File: src/rtl/regfile_wb_queue.sv
// Writeback queue in front of the dual-port register file: accepts ALU/LSU results in
// program order, drains up to two per cycle, and forwards queued data to operand fetch.
module regfile_wb_queue #(
    parameter int unsigned DEPTH = 4,
    parameter int unsigned XLEN  = 32
) (
    input  logic                   clk_i,
    input  logic                   rst_ni,
    input  logic                   alu_valid_i,
    output logic                   alu_ready_o,
    input  logic [4:0]             alu_rd_i,
    input  logic [XLEN-1:0]        alu_data_i,
    input  logic                   lsu_valid_i,
    output logic                   lsu_ready_o,
    input  logic [4:0]             lsu_rd_i,
    input  logic [XLEN-1:0]        lsu_data_i,
    input  logic                   wb_stall_i,
    output logic [4:0]             reg_addr1_o,
    output logic [4:0]             reg_addr2_o,
    output logic [XLEN-1:0]        wr_data1_o,
    output logic [XLEN-1:0]        wr_data2_o,
    output logic [1:0]             rdwr_config_o,
    input  logic [4:0]             q_rs1_i,
    input  logic [4:0]             q_rs2_i,
    output logic                   q_hit1_o,
    output logic                   q_hit2_o,
    output logic [XLEN-1:0]        q_data1_o,
    output logic [XLEN-1:0]        q_data2_o,
    output logic [$clog2(DEPTH):0] occupancy_o
);

    localparam int unsigned PtrW = $clog2(DEPTH);
    localparam int unsigned CntW = PtrW + 1;

    typedef logic [PtrW-1:0] ptr_t;
    typedef logic [CntW-1:0] cnt_t;

    logic [4:0]      rd_q   [DEPTH];
    logic [XLEN-1:0] data_q [DEPTH];
    ptr_t            head_q, head_d;
    ptr_t            tail_q, tail_d;
    cnt_t            count_q, count_d;

    cnt_t free;
    ptr_t head1;
    ptr_t lsu_slot;
    logic alu_push, lsu_push;
    logic wr_en1, wr_en2;
    cnt_t pushes, pops;

    assign free        = cnt_t'(DEPTH) - count_q;
    assign alu_ready_o = (free >= cnt_t'(1));
    assign lsu_ready_o = (free >= cnt_t'(2)) | ((free == cnt_t'(1)) & ~alu_valid_i);

    // x0 results complete the handshake but never occupy a slot.
    assign alu_push = alu_valid_i & alu_ready_o & (alu_rd_i != 5'd0);
    assign lsu_push = lsu_valid_i & lsu_ready_o & (lsu_rd_i != 5'd0);
    assign lsu_slot = tail_q + ptr_t'(alu_push);

    assign head1  = head_q + ptr_t'(1);
    assign wr_en1 = (count_q >= cnt_t'(1)) & ~wb_stall_i;
    // A same-rd pair drains one at a time so the younger value lands last.
    assign wr_en2 = (count_q >= cnt_t'(2)) & ~wb_stall_i & (rd_q[head_q] != rd_q[head1]);

    assign rdwr_config_o = {wr_en2, wr_en1};
    assign reg_addr1_o   = wr_en1 ? rd_q[head_q]   : 5'd0;
    assign wr_data1_o    = wr_en1 ? data_q[head_q] : '0;
    assign reg_addr2_o   = wr_en2 ? rd_q[head1]    : 5'd0;
    assign wr_data2_o    = wr_en2 ? data_q[head1]  : '0;
    assign occupancy_o   = count_q;

    assign pushes = cnt_t'(alu_push) + cnt_t'(lsu_push);
    assign pops   = cnt_t'(wr_en1) + cnt_t'(wr_en2);

    always_comb begin
        head_d  = head_q + ptr_t'(pops);
        tail_d  = tail_q + ptr_t'(pushes);
        count_d = count_q + pushes - pops;
    end

    always_ff @(posedge clk_i or negedge rst_ni) begin
        if (!rst_ni) begin
            head_q  <= '0;
            tail_q  <= '0;
            count_q <= '0;
            for (int i = 0; i < DEPTH; i++) begin
                rd_q[i]   <= 5'd0;
                data_q[i] <= '0;
            end
        end else begin
            head_q  <= head_d;
            tail_q  <= tail_d;
            count_q <= count_d;
            if (alu_push) begin
                rd_q[tail_q]   <= alu_rd_i;
                data_q[tail_q] <= alu_data_i;
            end
            if (lsu_push) begin
                rd_q[lsu_slot]   <= lsu_rd_i;
                data_q[lsu_slot] <= lsu_data_i;
            end
        end
    end

    // Walk oldest to youngest so the last match seen is the youngest.
    always_comb begin
        ptr_t idx;
        idx       = head_q;
        q_hit1_o  = 1'b0;
        q_hit2_o  = 1'b0;
        q_data1_o = '0;
        q_data2_o = '0;
        for (int unsigned i = 0; i < DEPTH; i++) begin
            idx = head_q + ptr_t'(i);
            if (cnt_t'(i) < count_q) begin
                if ((q_rs1_i != 5'd0) && (rd_q[idx] == q_rs1_i)) begin
                    q_hit1_o  = 1'b1;
                    q_data1_o = data_q[idx];
                end
                if ((q_rs2_i != 5'd0) && (rd_q[idx] == q_rs2_i)) begin
                    q_hit2_o  = 1'b1;
                    q_data2_o = data_q[idx];
                end
            end
        end
    end

endmodule

File: config.mk
export PLATFORM = sky130hd
export DESIGN_NAME = regfile_wb_queue
export DESIGN_NICKNAME = d
export VERILOG_FILES = /design/src/rtl/regfile_wb_queue.sv
export SDC_FILE = /design/constraint.sdc
export NUM_CORES = 1
export LEC_CHECK = 0
export ABC_AREA = 1
export CAP_MARGIN = 20
export CELL_PAD_IN_SITES_DETAIL_PLACEMENT = 1
export CELL_PAD_IN_SITES_GLOBAL_PLACEMENT = 2
export CORE_MARGIN = 4
export CORE_UTILIZATION = 25
export DETAILED_ROUTE_END_ITERATION = 16
export PLACE_DENSITY = 0.85
export SLEW_MARGIN = 5
export SYNTH_ARGS = -nofsm -noshare
export SYNTH_HDL_FRONTEND = slang
export SYNTH_SLANG_ARGS = --single-unit
File: constraint.sdc
create_clock -name clk_i -period 3.1 [get_ports clk_i]
set_input_delay 0.62 -clock clk_i [delete_from_list [all_inputs] [get_ports clk_i]]
set_output_delay 0.62 -clock clk_i [all_outputs]
set_load 0.01 [all_outputs]
# Word level (Yosys, flattened, before mapping)

Index checks and enable logic that the tools add are counted.

Add/subtract/negate cells: 11
Magnitude comparators: 16
Equal/unequal tests: 10
Muxes and demuxes: 76
Bitwise operators: 17
Reductions and logical operators: 14

Operators by type and width:

| cell                                                        | count |
|---|---|
| two-way mux 32 bit                                          | 28 |
| binary-select mux 32 bit (select 2 bit)                     | 4 |
| bitwise mux 128 bit                                         | 2 |
| two-way mux 128 bit                                         | 2 |
| demux 32 bit (select 2 bit)                                 | 2 |
| two-way mux 5 bit                                           | 12 |
| binary-select mux 5 bit (select 2 bit)                      | 4 |
| bitwise mux 20 bit                                          | 2 |
| equality test 5 bit                                         | 8 |
| two-way mux 20 bit                                          | 2 |
| demux 5 bit (select 2 bit)                                  | 2 |
| nonzero test 5 bit                                          | 4 |
| >= comparator 3 bit (second input constant)                 | 6 |
| inverter 2 -> 3 bit                                         | 6 |
| two-way mux 1 bit                                           | 16 |
| logical AND 1 bit                                           | 10 |
| AND 1 bit                                                   | 8 |
| >= comparator 3 x 1 -> 1 bit (second input constant)        | 2 |
| >= comparator 3 x 2 -> 1 bit (second input constant)        | 2 |
| less-than comparator 1 x 3 -> 1 bit (first input constant)  | 2 |
| less-than comparator 2 x 3 -> 1 bit (first input constant)  | 2 |
| less-than comparator 3 x 1 -> 1 bit (second input constant) | 2 |
| != test 5 bit                                               | 1 |
| adder 1 x 1 -> 2 bit                                        | 2 |
| other kinds (10)                                            | 13 |

Register bits after elaboration: 155
Input port bits: 89
Output and inout bits: 147
Word-level logic and storage cells: 155

# Depth between registers and ports, before layout

Depth in word-level cells: 14
Depth in mapped cells: 21
Gate-level depth less buffers: 18

# Worst setup path before layout

OpenSTA, ideal clock, no wires.

Path type: flip-flop to flip-flop
From: register head_q[0]
To: register count_q[2] (netlist: occupancy_o[2])
Setup time: 0.129 ns
Arrival: 3.285 ns
Data required time: 2.971 ns
Path slack: -0.314 ns
Stages on the path, launching flop included: 20
Path buffers: 4
Period minus slack after synthesis: 3.414 ns
Cells stage by stage: dfrtp_1 buf_4 buf_6 o211ai_1 nand2_1 xor2_1 nor2_1 nand4_1 nand2_1 buf_2 buf_4 inv_1 ha_1 ha_1 inv_1 ha_1 inv_1 fa_1 xnor2_1 xor2_1

Longest elaborated chain between the ends: 9
Elaborated cells between the ends (all ways): 13
Those cells by class: 3 x add/sub; 1 x eq/ne; 6 x mux; 3 x bitwise

RTL lines:

| element                                               | RTL line | source |
|---|---|---|
| start: declaration                                    | 40       | `ptr_t head_q, head_d;` |
| start signal: assignment                              | 83       | `head_q <= '0;` |
| start signal: assignment                              | 91       | `head_q <= head_d;` |
| adder 2 x 1 -> 2 bit                                  | 60       | `assign head1 = head_q + ptr_t'(1);` |
| inverter 2 -> 3 bit (not written as such)             | 63       | `assign wr_en2 = (count_q >= cnt_t'(2)) & ~wb_stall_i & (rd_q[head_q] != rd_q[head1]);` |
| binary-select mux 5 bit (select 2 bit)                | 63       |  |
| two-way mux 5 bit (not written as such) (2 in series) | 63       |  |
| != test 5 bit *                                       | 63       |  |
| AND 1 bit *                                           | 63       |  |
| via wr_en2                                            | 48       | `logic wr_en1, wr_en2;` |
| adder 1 x 1 -> 2 bit *                                | 73       | `assign pops = cnt_t'(wr_en1) + cnt_t'(wr_en2);` |
| subtractor 3 x 2 -> 3 bit *                           | 78       | `count_d = count_q + pushes - pops;` |
| via count_d[2]                                        | 42       | `cnt_t count_q, count_d;` |
| end signal: assignment                                | 93       | `count_q <= count_d;` |
| end: declaration                                      | 42       |  |

Mark *: on every way through the listed nets, which the timed path passes. The rest lies on a longest branch. The select of a mux whose other input is x is not followed.

# Worst setup path in the final report

From: register head_q[0]
To: output port q_data2_o[14]

Longest elaborated chain between the ends: 14
Elaborated cells between the ends (all ways): 47
Those cells by class: 3 x add/sub; 4 x eq/ne; 32 x mux; 4 x bitwise; 4 x reduce/logical

RTL lines:

| element                                                       | RTL line | source |
|---|---|---|
| branches (longest 13 deep; another with adder 2 x 1 -> 2 bit) | n/a      |  |
| two-way mux 32 bit *                                          | 115      | `if (cnt_t'(i) < count_q) begin` |
| end: declaration                                              | 28       | `output logic [XLEN-1:0] q_data2_o,` |

Mark *: on every way between the ends. The select of a mux whose other input is x is not followed.

==> Implementation_results.wiki <==
{| class="wikitable"
! Metric !! Value
|-
| Flip-flop and latch count after synthesis || 155
|-
| Critical path startpoint category || register
|-
| Worst setup path class || register to primary output
|-
| Net count, final || between 3000 and 4000
|-
| Largest voltage drop on the vdd net || between 0.5 and 0.6 mV
|-
| Fraction of power spent switching nets || between 50% and 60%
|-
| Sequential group share of total power || a little under an eighth
|-
| DRC marker count from the first detailed-route iteration || between 1000 and 1500
|-
| Skew final || 0.01419 ns
|-
| Final worst slack || -0.5647 ns
|-
| Post-layout min period || roughly 3.7 ns
|-
| Detailed Route WL || 80940 µm
|-
| Placed Instances || just under 4000
|-
| Max_cap viols || 0
|-
| Most Crowded Layer GR || met2
|-
| Async S/R FF share, synth || 100.0%
|-
| Violations in the final reports || negative setup slack
|-
| Routed vias || between 20000 and 25000
|-
| Final weighted congestion in routability-driven placement || between 0.8 and 0.9
|-
| GR Layer Usage met3 || about 3.5%
|-
| Number of endpoints with negative hold slack in the final report || 0
|-
| Crit path largest cell delay || roughly 0.57 ns
|-
| Standard cell area after detailed placement || ~20000 µm²
|-
| Combinational Power Share || between 80% and 90%
|-
| Clock latency at the later pin of the worst-skew pair || 0.45 ns
|-
| Number of synthesized flops with an enable pin || 0
|-
| GRT Total Usage || ~22%
|-
| Via count of the first global-routing pass || approximately 20000
|-
| Critical Path RT || around 2.5 ns
|-
| Number of I/O port buffers || 235
|-
| Clock-pin slew reported for the worst setup and hold paths after clock tree synthesis || ~0.060 ns
|-
| TritonCTS clock tree || done
|-
| Die area || roughly 64000 µm²
|-
| Root buffer selected by CTS || sky130_fd_sc_hd__clkbuf_16
|-
| Slew @ Worst Pin || between 0.7 and 0.8 ns
|-
| Number of cells in the finished layout apart from fillers || 4035
|-
| Status || finished, violations left
|-
| Clock net sink count || 155
|-
| Hold Buf Count CTS || 0
|-
| Residual antenna-violating net count after detailed routing || 0
|-
| Crit path max-delay family || buffers and inverters
|-
| Design area || between 20000 and 25000 µm²
|-
| Post-synthesis instance total || about 2800
|-
| Number of H-tree branching levels || 4
|-
| Number of setup violations in the final report || between 100 and 150
|-
| Global-route wire length before repair || 112300 µm
|-
| Reported leakage power || 12.13 nW
|-
| Proportion of synthesized chip area in sequential cells || between 20% and 30%
|-
| Worst min-delay path class || primary input to asynchronous set/reset pin
|-
| Combined buffer and inverter count along the critical path || 8
|-
| Max Root-Sink Buffers || 2
|-
| Element type at the critical path end || primary output
|-
| RSZ-0062 raised after global routing || true
|-
| Area growth syn-to-layout || 56.34%
|-
| Maximum number of pins on one net before global-route repair || 70
|-
| Global routing usage on met2 || between 30% and 40%
|-
| Number of pins exceeding their max-slew limit in the final report || 0
|-
| Design internal power || 15.17 mW
|-
| WP data arrival || ~3.0 ns
|-
| Top fanout value on the critical path || 10
|-
| Height of the die || roughly 250 µm
|-
| Sw Pwr || 16.88 mW
|-
| Share of post-route cells with drive strength above 1 || between 20% and 30%
|-
| Post-DP HPWL || 51470 µm
|-
| Average wire per cell in the routed design || approximately 20 µm
|-
| Overflow left after global routing || 0
|-
| Residual DRC count || 0
|-
| Post-Synthesis Net Count || ~2900
|-
| Mean post-synth cell area || between 5 and 6 µm²
|-
| Commonest cells after routing, fill and taps aside || 933 x sky130_fd_sc_hd__nand2_1, 436 x sky130_fd_sc_hd__o21ai_0, 310 x sky130_fd_sc_hd__inv_1
|-
| Via density per instance || approximately 5
|-
| Most common cell after layout, fill and taps aside || sky130_fd_sc_hd__nand2_1
|-
| Most prevalent standard cell on the critical path || sky130_fd_sc_hd__nand2_1
|-
| Highest Clock Rate || approximately 270 MHz
|-
| Share of total power in the clock network || 6.3%
|-
| Floorplan die width || about 250 µm
|-
| Number of antenna violations at the first check in global routing || 7
|-
| Met1 usage in global routing || 27.67%
|-
| Number of placement rows || between 80 and 90
|-
| Chain of cells forming the critical path || inv_8, nand2_2, nand2_4, buf_6, buf_4, nand2_2, nand3_1, nand2_1, nor2_1, buf_4, nand3_4, buf_12, buf_12, clkbuf_16, nor2_2, nor2_1, nand2_1, nand2_1, nand2_1, buf_6
|-
| Core ar. || between 50000 and 60000 µm²
|-
| Final Util || 39.76%
|-
| Period Utilization, post-route || 118.2%
|-
| Power density relative to cell area || about 1400 nW/µm²
|-
| I/O pin total || about 240
|-
| TritonCTS Buffers || 17
|-
| Cell with the largest stage delay on the worst path || sky130_fd_sc_hd__dfrtp_4
|-
| Mapped Area || 15100 µm²
|-
| Unique cell type count in the Yosys netlist || 28
|-
| Total negative setup slack || -50.74 ns
|-
| Hold_ws || between 0.15 and 0.2 ns
|-
| Drt first pass iters || 5
|-
| Leading register cell type out of synthesis || sky130_fd_sc_hd__dfrtp_1
|-
| Initial core utilization || 25.43%
|-
| YS warnings || 0
|-
| Worst slew margin || slightly above 50%
|}
through the flow:
stage	power, mW	setup slack (ns)
after floorplan	15.03	-0.07959
after global placement	24.53	-0.6379
after detailed placement	25.32	-0.7040
after CTS	28.66	-0.6318
after global routing	34.60	-0.7069
final	32.05	-0.5647
synth_stat cells, types with 3 or more instances:
library cell	instances	area (µm²)
sky130_fd_sc_hd__buf_6	8	90.09
sky130_fd_sc_hd__o21ai_2	4	35.03
sky130_fd_sc_hd__o21ai_0	483	2417
sky130_fd_sc_hd__o21ai_1	79	395.4
sky130_fd_sc_hd__nor2_1	371	1393
sky130_fd_sc_hd__nor3_1	5	25.02
sky130_fd_sc_hd__clkbuf_1	69	259.0
sky130_fd_sc_hd__xor2_1	9	78.83
sky130_fd_sc_hd__inv_1	317	1190
sky130_fd_sc_hd__nand2_1	995	3735
sky130_fd_sc_hd__ha_1	11	137.6
sky130_fd_sc_hd__o211ai_1	4	30.03
sky130_fd_sc_hd__buf_2	71	355.3
sky130_fd_sc_hd__buf_4	22	165.2
sky130_fd_sc_hd__nand2_2	8	50.05
sky130_fd_sc_hd__a21oi_1	3	15.01
sky130_fd_sc_hd__nand4_1	6	37.54
sky130_fd_sc_hd__buf_1	19	71.32
sky130_fd_sc_hd__dfrtp_1	155	3879
sky130_fd_sc_hd__inv_2	5	18.77
sky130_fd_sc_hd__xnor2_1	7	61.31
sky130_fd_sc_hd__nand3_1	112	560.5
routing by layer:
metal / routed length (µm) / vias to the layer above
met1: 33660 / 9926
met5: 9 / -
met3: 4755 / 159
met4: 3376 / 2
met2: 39140 / 608
li1: - / 9549
final cells by class:
class | count | area [µm²]
Fill cell | 7690 | 35750
Multi-Input combinational cell | 2107 | 10200
Timing Repair Buffer | 641 | 6785
Sequential cell | 155 | 3884
Inverter | 322 | 1221
Tap cell | 773 | 967.2
Clock buffer | 22 | 454.2
Clock inverter | 8 | 72.57
Antenna cell | 7 | 17.52
kinds of logic after synthesis:
kind of cell	after synthesis	share of synthesized area, %
compound gates	573	19.16
buf+inv	511	14.24
simple gates	1504	38.80
fa+ha+maj	13	1.177
xor+xnor	16	0.9283
flops	155	25.69
timing repair:
action	in CTS	in global routing
pin swaps	29	105
gates cloned	11	29
setup buffers	54	69
resized for setup	414	485
endpoints found under the setup margin	136	144
flip-flops by register name, summed over array words and instances, names as in the netlist:
| register | flops |
|---|---|
| data_q | 128 |
| head_q | 2 |
| occupancy_o | 3 |
| rd_q | 20 |
| tail_q | 2 |
power groups by stage:
stage | Combinational (mW) | Clock (mW) | Sequential, mW
4_1_cts | 22.9 | 2.05 | 3.66
2_1_floorplan | 11.5 | 0 | 3.51
6_report | 26.3 | 2.02 | 3.74
3_3_place_gp | 20.9 | 0 | 3.60
5_1_grt | 28.6 | 2.13 | 3.85
3_5_place_dp | 21.6 | 0 | 3.69
worst paths after layout:
check | start | to | slack, ns | cells past startpoint
setup / recovery | head_q[0] | q_data2_o[14] | -0.56 | 20
hold / removal | rst_ni | data_q[50] | 0.16 | 1
setup reg to reg | head_q[0] | occupancy_o[2] | -0.44 | 18
hold reg to reg | occupancy_o[2] | occupancy_o[2] | 0.59 | 2
max in group asynchronous | rst_ni | head_q[0] | 2.08 | 2
min in group clk_i | occupancy_o[2] | occupancy_o[2] | 0.59 | 2
No activity file was read; power rests on OpenSTA's default activity.
